[config.mk]
export PLATFORM = sky130hd
export DESIGN_NAME = perceptron_arbiter_flat
export DESIGN_NICKNAME = d
export VERILOG_FILES = /design/src/rtl/perceptron_pkg.sv /design/src/rtl/perceptron_arbiter_if.sv /design/src/rtl/perceptron.sv /design/src/rtl/perceptron_arbiter.sv /design/src/flat_wrapper.sv
export SDC_FILE = /design/constraint.sdc
export NUM_CORES = 1
export LEC_CHECK = 0
export BUFFER_PORTS_ARGS = -buffer_cell sky130_fd_sc_hd__clkbuf_2
export CAP_MARGIN = 15
export CORE_UTILIZATION = 58
export CTS_BUF_LIST = sky130_fd_sc_hd__clkbuf_4
export CTS_CLUSTER_DIAMETER = 60
export CTS_CLUSTER_SIZE = 20
export DETAILED_ROUTE_END_ITERATION = 10
export PLACE_DENSITY = 0.86
export SLEW_MARGIN = 20
export SYNTH_ARGS = -nofsm -noshare
export SYNTH_HDL_FRONTEND = slang
export SYNTH_SLANG_ARGS = --single-unit
[constraint.sdc]
create_clock -name clk -period 4.3 [get_ports clk]
set_input_delay 0.215 -clock clk [delete_from_list [all_inputs] [get_ports clk]]
set_output_delay 0.215 -clock clk [all_outputs]
set_load 0.01 [all_outputs]
[src/rtl/perceptron_pkg.sv]
// Shared types and widths for the perceptron classifier and its arbiter.
// Holds the FSM state encoding, feature widths and the feature-sum helper.
// No logic of its own; imported by every file of this block.
package perceptron_pkg;

    localparam int EDGE_W  = 3;
    localparam int CURVE_W = 4;
    localparam int CLASS_W = 4;
    localparam int SUM_W   = 8;
    localparam int CNT_W   = 8;

    localparam logic [CLASS_W-1:0] CLASS_UNKNOWN = 4'hF;

    typedef enum logic [1:0] {
        IDLE = 2'd0,
        EVAL = 2'd1,
        RESP = 2'd2
    } state_t;

    // Weighted feature sum: 2*edges + 8*curves, never exceeds 134.
    function automatic logic [SUM_W-1:0] feature_sum(
        input logic [EDGE_W-1:0]  edges,
        input logic [CURVE_W-1:0] curves
    );
        return {4'b0000, edges, 1'b0} + {1'b0, curves, 3'b000};
    endfunction

endpackage

[src/rtl/perceptron_arbiter_if.sv]
// Requester bank plus response channel between front ends and the arbiter.
// master = requesters/consumer side, slave = arbiter side.
// Valid/ready on both the request bank and the response channel.
interface perceptron_arbiter_if #(
    parameter int NUM_REQ = 2,
    parameter int ID_W    = (NUM_REQ > 2) ? $clog2(NUM_REQ) : 1
);
    import perceptron_pkg::*;

    logic [NUM_REQ-1:0]         req_valid;
    logic [NUM_REQ-1:0]         req_ready;
    logic [EDGE_W*NUM_REQ-1:0]  req_edges;
    logic [CURVE_W*NUM_REQ-1:0] req_curves;
    logic                       rsp_valid;
    logic                       rsp_ready;
    logic [CLASS_W-1:0]         rsp_class;
    logic [ID_W-1:0]            rsp_id;

    modport master (
        output req_valid, req_edges, req_curves, rsp_ready,
        input  req_ready, rsp_valid, rsp_class, rsp_id
    );

    modport slave (
        input  req_valid, req_edges, req_curves, rsp_ready,
        output req_ready, rsp_valid, rsp_class, rsp_id
    );

endinterface

[src/rtl/perceptron.sv]
// Combinational digit classifier mapping (edges, curves) to a 4-bit class.
// Latency: zero cycles, purely combinational.
// Backpressure: none; output follows the inputs.
module perceptron
    import perceptron_pkg::*;
(
    input  logic [EDGE_W-1:0]  edges,
    input  logic [CURVE_W-1:0] curves,
    output logic [CLASS_W-1:0] class_out
);

    logic [SUM_W-1:0] sum;

    assign sum = feature_sum(edges, curves);

    always_comb begin
        class_out = CLASS_UNKNOWN;
        case (sum)
            8'd32:   class_out = 4'd0;
            8'd2:    class_out = 4'd1;
            8'd20:   class_out = 4'd2;
            8'd34:   class_out = 4'd3;
            8'd6:    class_out = 4'd4;
            8'd28:   class_out = 4'd5;
            8'd40:   class_out = 4'd6;
            8'd4:    class_out = 4'd7;
            8'd64:   class_out = 4'd8;
            8'd26:   class_out = 4'd9;
            default: class_out = CLASS_UNKNOWN;
        endcase
    end

endmodule

[src/rtl/perceptron_arbiter.sv]
// Round-robin sharing of one perceptron between NUM_REQ feature requesters.
// Latency: request accepted in cycle T -> rsp_valid in T+2; one sample per 3 cycles.
// Backpressure: RESP holds class/id until rsp_ready; no new grant meanwhile.
module perceptron_arbiter
    import perceptron_pkg::*;
#(
    parameter int NUM_REQ = 2,
    parameter int ID_W    = (NUM_REQ > 2) ? $clog2(NUM_REQ) : 1
) (
    input  logic                clk,
    input  logic                rst,
    perceptron_arbiter_if.slave bus,
    input  logic                cnt_clr,
    output logic [CNT_W-1:0]    reject_cnt
);

    state_t             state;
    logic [EDGE_W-1:0]  op_edges;
    logic [CURVE_W-1:0] op_curves;
    logic [ID_W-1:0]    op_id;
    logic [ID_W-1:0]    last_grant;
    logic [ID_W-1:0]    grant;
    logic               grant_vld;
    logic [EDGE_W-1:0]  sel_edges;
    logic [CURVE_W-1:0] sel_curves;
    logic [CLASS_W-1:0] eval_class;
    logic [CLASS_W-1:0] rsp_class_q;
    logic [ID_W-1:0]    rsp_id_q;
    logic               rsp_valid_q;
    logic               rsp_hs;

    // First valid requester found after the previous winner, wrapping modulo NUM_REQ.
    function automatic logic [ID_W-1:0] rr_pick(
        input logic [NUM_REQ-1:0] vld,
        input logic [ID_W-1:0]    last
    );
        logic [ID_W-1:0] pick;
        logic [ID_W-1:0] cand;
        logic            found;
        int              idx;
        pick  = '0;
        found = 1'b0;
        for (int i = 1; i <= NUM_REQ; i++) begin
            idx  = (int'(last) + i) % NUM_REQ;
            cand = ID_W'(idx);
            if (!found && vld[cand]) begin
                pick  = cand;
                found = 1'b1;
            end
        end
        return pick;
    endfunction

    always_comb begin
        grant      = rr_pick(bus.req_valid, last_grant);
        grant_vld  = (state == IDLE) && (|bus.req_valid);
        sel_edges  = '0;
        sel_curves = '0;
        for (int i = 0; i < NUM_REQ; i++) begin
            if (grant == ID_W'(i)) begin
                sel_edges  = bus.req_edges[EDGE_W*i +: EDGE_W];
                sel_curves = bus.req_curves[CURVE_W*i +: CURVE_W];
            end
        end
        bus.req_ready = '0;
        if (grant_vld) begin
            bus.req_ready[grant] = 1'b1;
        end
    end

    perceptron u_perceptron (
        .edges     (op_edges),
        .curves    (op_curves),
        .class_out (eval_class)
    );

    assign rsp_hs = rsp_valid_q && bus.rsp_ready;

    always_ff @(posedge clk) begin
        if (rst) begin
            state       <= IDLE;
            op_edges    <= '0;
            op_curves   <= '0;
            op_id       <= '0;
            last_grant  <= ID_W'(NUM_REQ - 1);
            rsp_class_q <= '0;
            rsp_id_q    <= '0;
            rsp_valid_q <= 1'b0;
            reject_cnt  <= '0;
        end else begin
            case (state)
                IDLE: begin
                    if (grant_vld) begin
                        op_edges   <= sel_edges;
                        op_curves  <= sel_curves;
                        op_id      <= grant;
                        last_grant <= grant;
                        state      <= EVAL;
                    end
                end
                EVAL: begin
                    rsp_class_q <= eval_class;
                    rsp_id_q    <= op_id;
                    rsp_valid_q <= 1'b1;
                    state       <= RESP;
                end
                RESP: begin
                    if (bus.rsp_ready) begin
                        rsp_valid_q <= 1'b0;
                        state       <= IDLE;
                    end
                end
                default: begin
                    rsp_valid_q <= 1'b0;
                    state       <= IDLE;
                end
            endcase

            // Clear wins over a same-cycle reject; the count sticks at all-ones.
            if (cnt_clr) begin
                reject_cnt <= '0;
            end else if (rsp_hs && (rsp_class_q == CLASS_UNKNOWN) && (reject_cnt != '1)) begin
                reject_cnt <= reject_cnt + 1'b1;
            end
        end
    end

    assign bus.rsp_valid = rsp_valid_q;
    assign bus.rsp_class = rsp_class_q;
    assign bus.rsp_id    = rsp_id_q;

endmodule

[src/flat_wrapper.sv]
// flat-port wrapper written by rule: the top's interface ports become plain ports
module perceptron_arbiter_flat import perceptron_pkg::*;
#(
    parameter int NUM_REQ = 2,
    parameter int ID_W    = (NUM_REQ > 2) ? $clog2(NUM_REQ) : 1
)
  (clk, rst, cnt_clr, reject_cnt, bus_req_valid, bus_req_edges, bus_req_curves, bus_rsp_ready, bus_req_ready, bus_rsp_valid, bus_rsp_class, bus_rsp_id);
  perceptron_arbiter_if #(.NUM_REQ(NUM_REQ), .ID_W(ID_W)) bus_i ();
  input  logic clk;
  input  logic rst;
  input  logic cnt_clr;
  output logic [CNT_W-1:0] reject_cnt;
  input wire logic [$bits(bus_i.req_valid)-1:0] bus_req_valid;
  input wire logic [$bits(bus_i.req_edges)-1:0] bus_req_edges;
  input wire logic [$bits(bus_i.req_curves)-1:0] bus_req_curves;
  input wire logic [$bits(bus_i.rsp_ready)-1:0] bus_rsp_ready;
  output wire logic [$bits(bus_i.req_ready)-1:0] bus_req_ready;
  output wire logic [$bits(bus_i.rsp_valid)-1:0] bus_rsp_valid;
  output wire logic [$bits(bus_i.rsp_class)-1:0] bus_rsp_class;
  output wire logic [$bits(bus_i.rsp_id)-1:0] bus_rsp_id;
  assign bus_i.req_valid = bus_req_valid;
  assign bus_i.req_edges = bus_req_edges;
  assign bus_i.req_curves = bus_req_curves;
  assign bus_i.rsp_ready = bus_rsp_ready;
  assign bus_req_ready = bus_i.req_ready;
  assign bus_rsp_valid = bus_i.rsp_valid;
  assign bus_rsp_class = bus_i.rsp_class;
  assign bus_rsp_id = bus_i.rsp_id;
  perceptron_arbiter #(.NUM_REQ(NUM_REQ), .ID_W(ID_W)) u_core (.clk(clk), .rst(rst), .bus(bus_i), .cnt_clr(cnt_clr), .reject_cnt(reject_cnt));
endmodule
==> reports/qor.csv <==
metric,value,unit
avgSynthCellArea,8.10,sq um
core_region_area,2230,sq um
total_area_of_multi_input_combinational_cells,853,sq um
number_of_maximum_capacitance_violations,0,
core.rowCount,17,
routed_wl,3430,microns
sequential_cell_area,500,sq um
detailed_route_drc_error_count,0,
post-synth-top-area-fraction,35.9,%
num-nets-final,226,
worst-slew-pin-transition,0.738,ns
cts_buffer_depth,2,
synth_edf_count,0,
num_io_pins,36,
worst_hold_path_type,in -> reg,
setup.worst_path.start_class,flip-flop,
timing_worst_setup_path_type,reg -> out,
ctsHoldBuffers,0,
dpl_worst_slack,2.11,ns
rr_startpoint,u_core.op_curves[0]$_SDFFE_PP0P_,
min-delay-start,bus_req_edges[5],
fin_total_pwr,0.000522,W
mappedNetlistNets,195,
cellLeakagePower,0.640,nW
placement.io_buffers,35,
maximum_number_of_pins_on_one_net_before_global_route_repair,19,
fin_crit_sh,52.6,%
ys_async_sr_fraction,0,%
run_status,"finished, final reports clean",
number_of_hold_violations_in_the_final_report,0,
setup_slack,2.04,ns
design.die.area,2600,sq um
worst_clock_skew,0.00203,ns
die_width,51.0,microns
ys.flop_type,dfxtp_1,
grt_pass1_wl,5750,microns
avgViaCountPerCell,6.26,
worst_setup_path_end_kind,output port,
antenna_violating_nets_post_route,0,
fmax,0.442,GHz
critical_path.reg2reg.endpoint,u_core.bus.rsp_class[0]$_SDFFE_PP0P_,
cts_inserted_buffers,3,
root_buffer,clkbuf_4,
grt_setup_unrepaired,false,
irDropWorstVdd,0.000253,V
cp_data_arrival_time,2.05,ns
worstHoldEndpoint,u_core.op_edges[2]$_SDFFE_PP0P_,
first_global_vias,1359,
layout_min_cycle_time,2.26,ns
relSlewSlack,50.8,%
setup_viol,0,
hold_depth,3,
gp_routability_congestion,0.890,
timing.final.max_slew_violations,0,
cts-htree-levels,1,
grt_antenna_before_repair,0,
synth_warnings,0,
synth_area,1390,sq um
cts_sinks,25,
vias,1439,
final_layout_size_suffix_gt1_share,22.8,%
syn2layout_area_growth,14.6,%
detailedRoute.firstIterationViolations,74,
postSynthCellCount,172,
setup_tns,0,ns
synth_cell_type_count,45,
rrSetupSlack,2.05,ns
initial_core_util,62.4,%
power.density_cell_area,327,nW/um^2
dpl.hpwl,2640,microns
clock_insertion_delay_worst_skew,0.31,ns
area_contributors_post_synth,"dfxtp_1 36%, nor2_1 7.0%, a222oi_1 5.0%",
post_cts_setup_driven_buffer_insertion_count,0,
die_h,51.0,microns
layout.filler_cells,194,
worst_r2r_path_depth,7,
yosysSeqAreaShare,35.9,%
yosys.area.top_type,dfxtp_1,
clkTransAtPathRegs,0.14,ns
finalNonFillerCells,230,
cts_tree,built,
remaining_global_route_overflow,0,
antenna_cells,0,
critical_path.max_fanout,11,
grtUsageTotal,28.8,%
post-place-cells,226,
post_cts_resize_count,0,
number_of_detailed_route_iterations_in_the_first_pass,5,
routedWlPerCell,14.9,microns
yosys_register_bits,25,
post-route-util,71.5,%
cp_data_required_time,4.09,ns
## layout by cell type (no fill, tap or decap), types with 3 or more instances in the layout
master and instances:
clkbuf_2 35, nor2_1 26, dfxtp_1 25, nand2_1 13
a21oi_1 10, nand3_1 10, o21ai_0 8, a222oi_1 7
nor2b_1 6, xor2_1 6, nand4_1 5, o21ai_1 3
and2_1 3, nor3_1 3, ha_1 3, clkbuf_4 3
## final cells by class
cell class                 count  area share (%)
timing repair buffer          35            11.0
sequential                    25            31.3
multi-input combinational    137            53.4
tap                           28            2.19
clock buffer                   3            1.41
clock inverter                 1           0.470
inverter                       1           0.235
## worst max-delay path by stage
stage | start | to | slack (ns) | depth (start not counted)
final | u_core.state[0]$_SDFFE_PP0P_ | bus_req_ready[0] | 2.04 | 4
after global routing | u_core.op_curves[0]$_SDFFE_PP0P_ | u_core.bus.rsp_class[0]$_SDFFE_PP0P_ | 1.84 | 7
after CTS | u_core.state[0]$_SDFFE_PP0P_ | bus_req_ready[0] | 1.90 | 4
after detailed placement | u_core.op_curves[0]$_SDFFE_PP0P_ | u_core.bus.rsp_class[0]$_SDFFE_PP0P_ | 2.11 | 7
after global placement | u_core.op_curves[0]$_SDFFE_PP0P_ | u_core.bus.rsp_class[0]$_SDFFE_PP0P_ | 2.19 | 7
after floorplan | u_core.op_curves[0]$_SDFFE_PP0P_ | u_core.bus.rsp_class[0]$_SDFFE_PP0P_ | 2.30 | 7
## critical path, stage by stage, from the launching register on
cell and delay [ns]:
dfxtp_1 0.38, nor2_1 0.16, o21ai_1 0.26, a21oi_1 0.67, clkbuf_2 0.26
## cells by family after synthesis
| kind of cell | after synthesis | synth area share, % |
|---|---|---|
| fa+ha+maj | 3 | 2.69 |
| xor+xnor | 7 | 4.40 |
| simple gates | 84 | 31.2 |
| compound gates | 41 | 21.5 |
| buf+inv | 10 | 2.87 |
| mux | 2 | 1.44 |
| flops | 25 | 35.9 |
## Yosys cell counts (all sizes together), types with 4 or more instances
cell    number
dfxtp       25
nand3       11
a222oi       7
clkbuf       5
o21ai       11
nand2       13
nor2b        6
nor2        26
buf          4
a21oi       10
nand4        5
xor2         6
## sequential cells by signal, summed over array words and instances, names as in the netlist
| name | count |
|---|---|
| u_core.reject_cnt | 8 |
| u_core.bus.rsp_class | 4 |
| u_core.op_curves | 4 |
| u_core.op_edges | 3 |
| u_core.state | 2 |
| u_core.bus.rsp_id | 1 |
| u_core.bus.rsp_valid | 1 |
| u_core.last_grant | 1 |
| u_core.op_id | 1 |
## power breakdown
part	switching (W)	total [W]	internal, W
registers	0.0000232	0.000276	0.000252
clock network	0.0000720	0.000107	0.0000354
logic	0.0000806	0.000139	0.0000585
total	0.000176	0.000522	0.000346
## through the flow
step	hold WS, ns	cell area (sq um)
2_1_floorplan	0.365	1390
3_3_place_gp	0.445	1570
3_5_place_dp	0.464	1570
4_1_cts	0.128	1600
5_1_grt	0.136	1600
6_report	0.133	1600
## routing by layer
metal | part of all wire (%) | wire length [microns] | GRT usage, % | up-vias
met3 | 5.5 | 188 | 4.46 | 6
li1 | - | - | - | 700
met2 | 50 | 1720 | 51.5 | 59
met5 | 0 | 0 | 0 | -
met4 | 1.1 | 36 | 9.26 | 0
met1 | 43 | 1490 | 34.7 | 674
(Power assumes the default switching activity.)
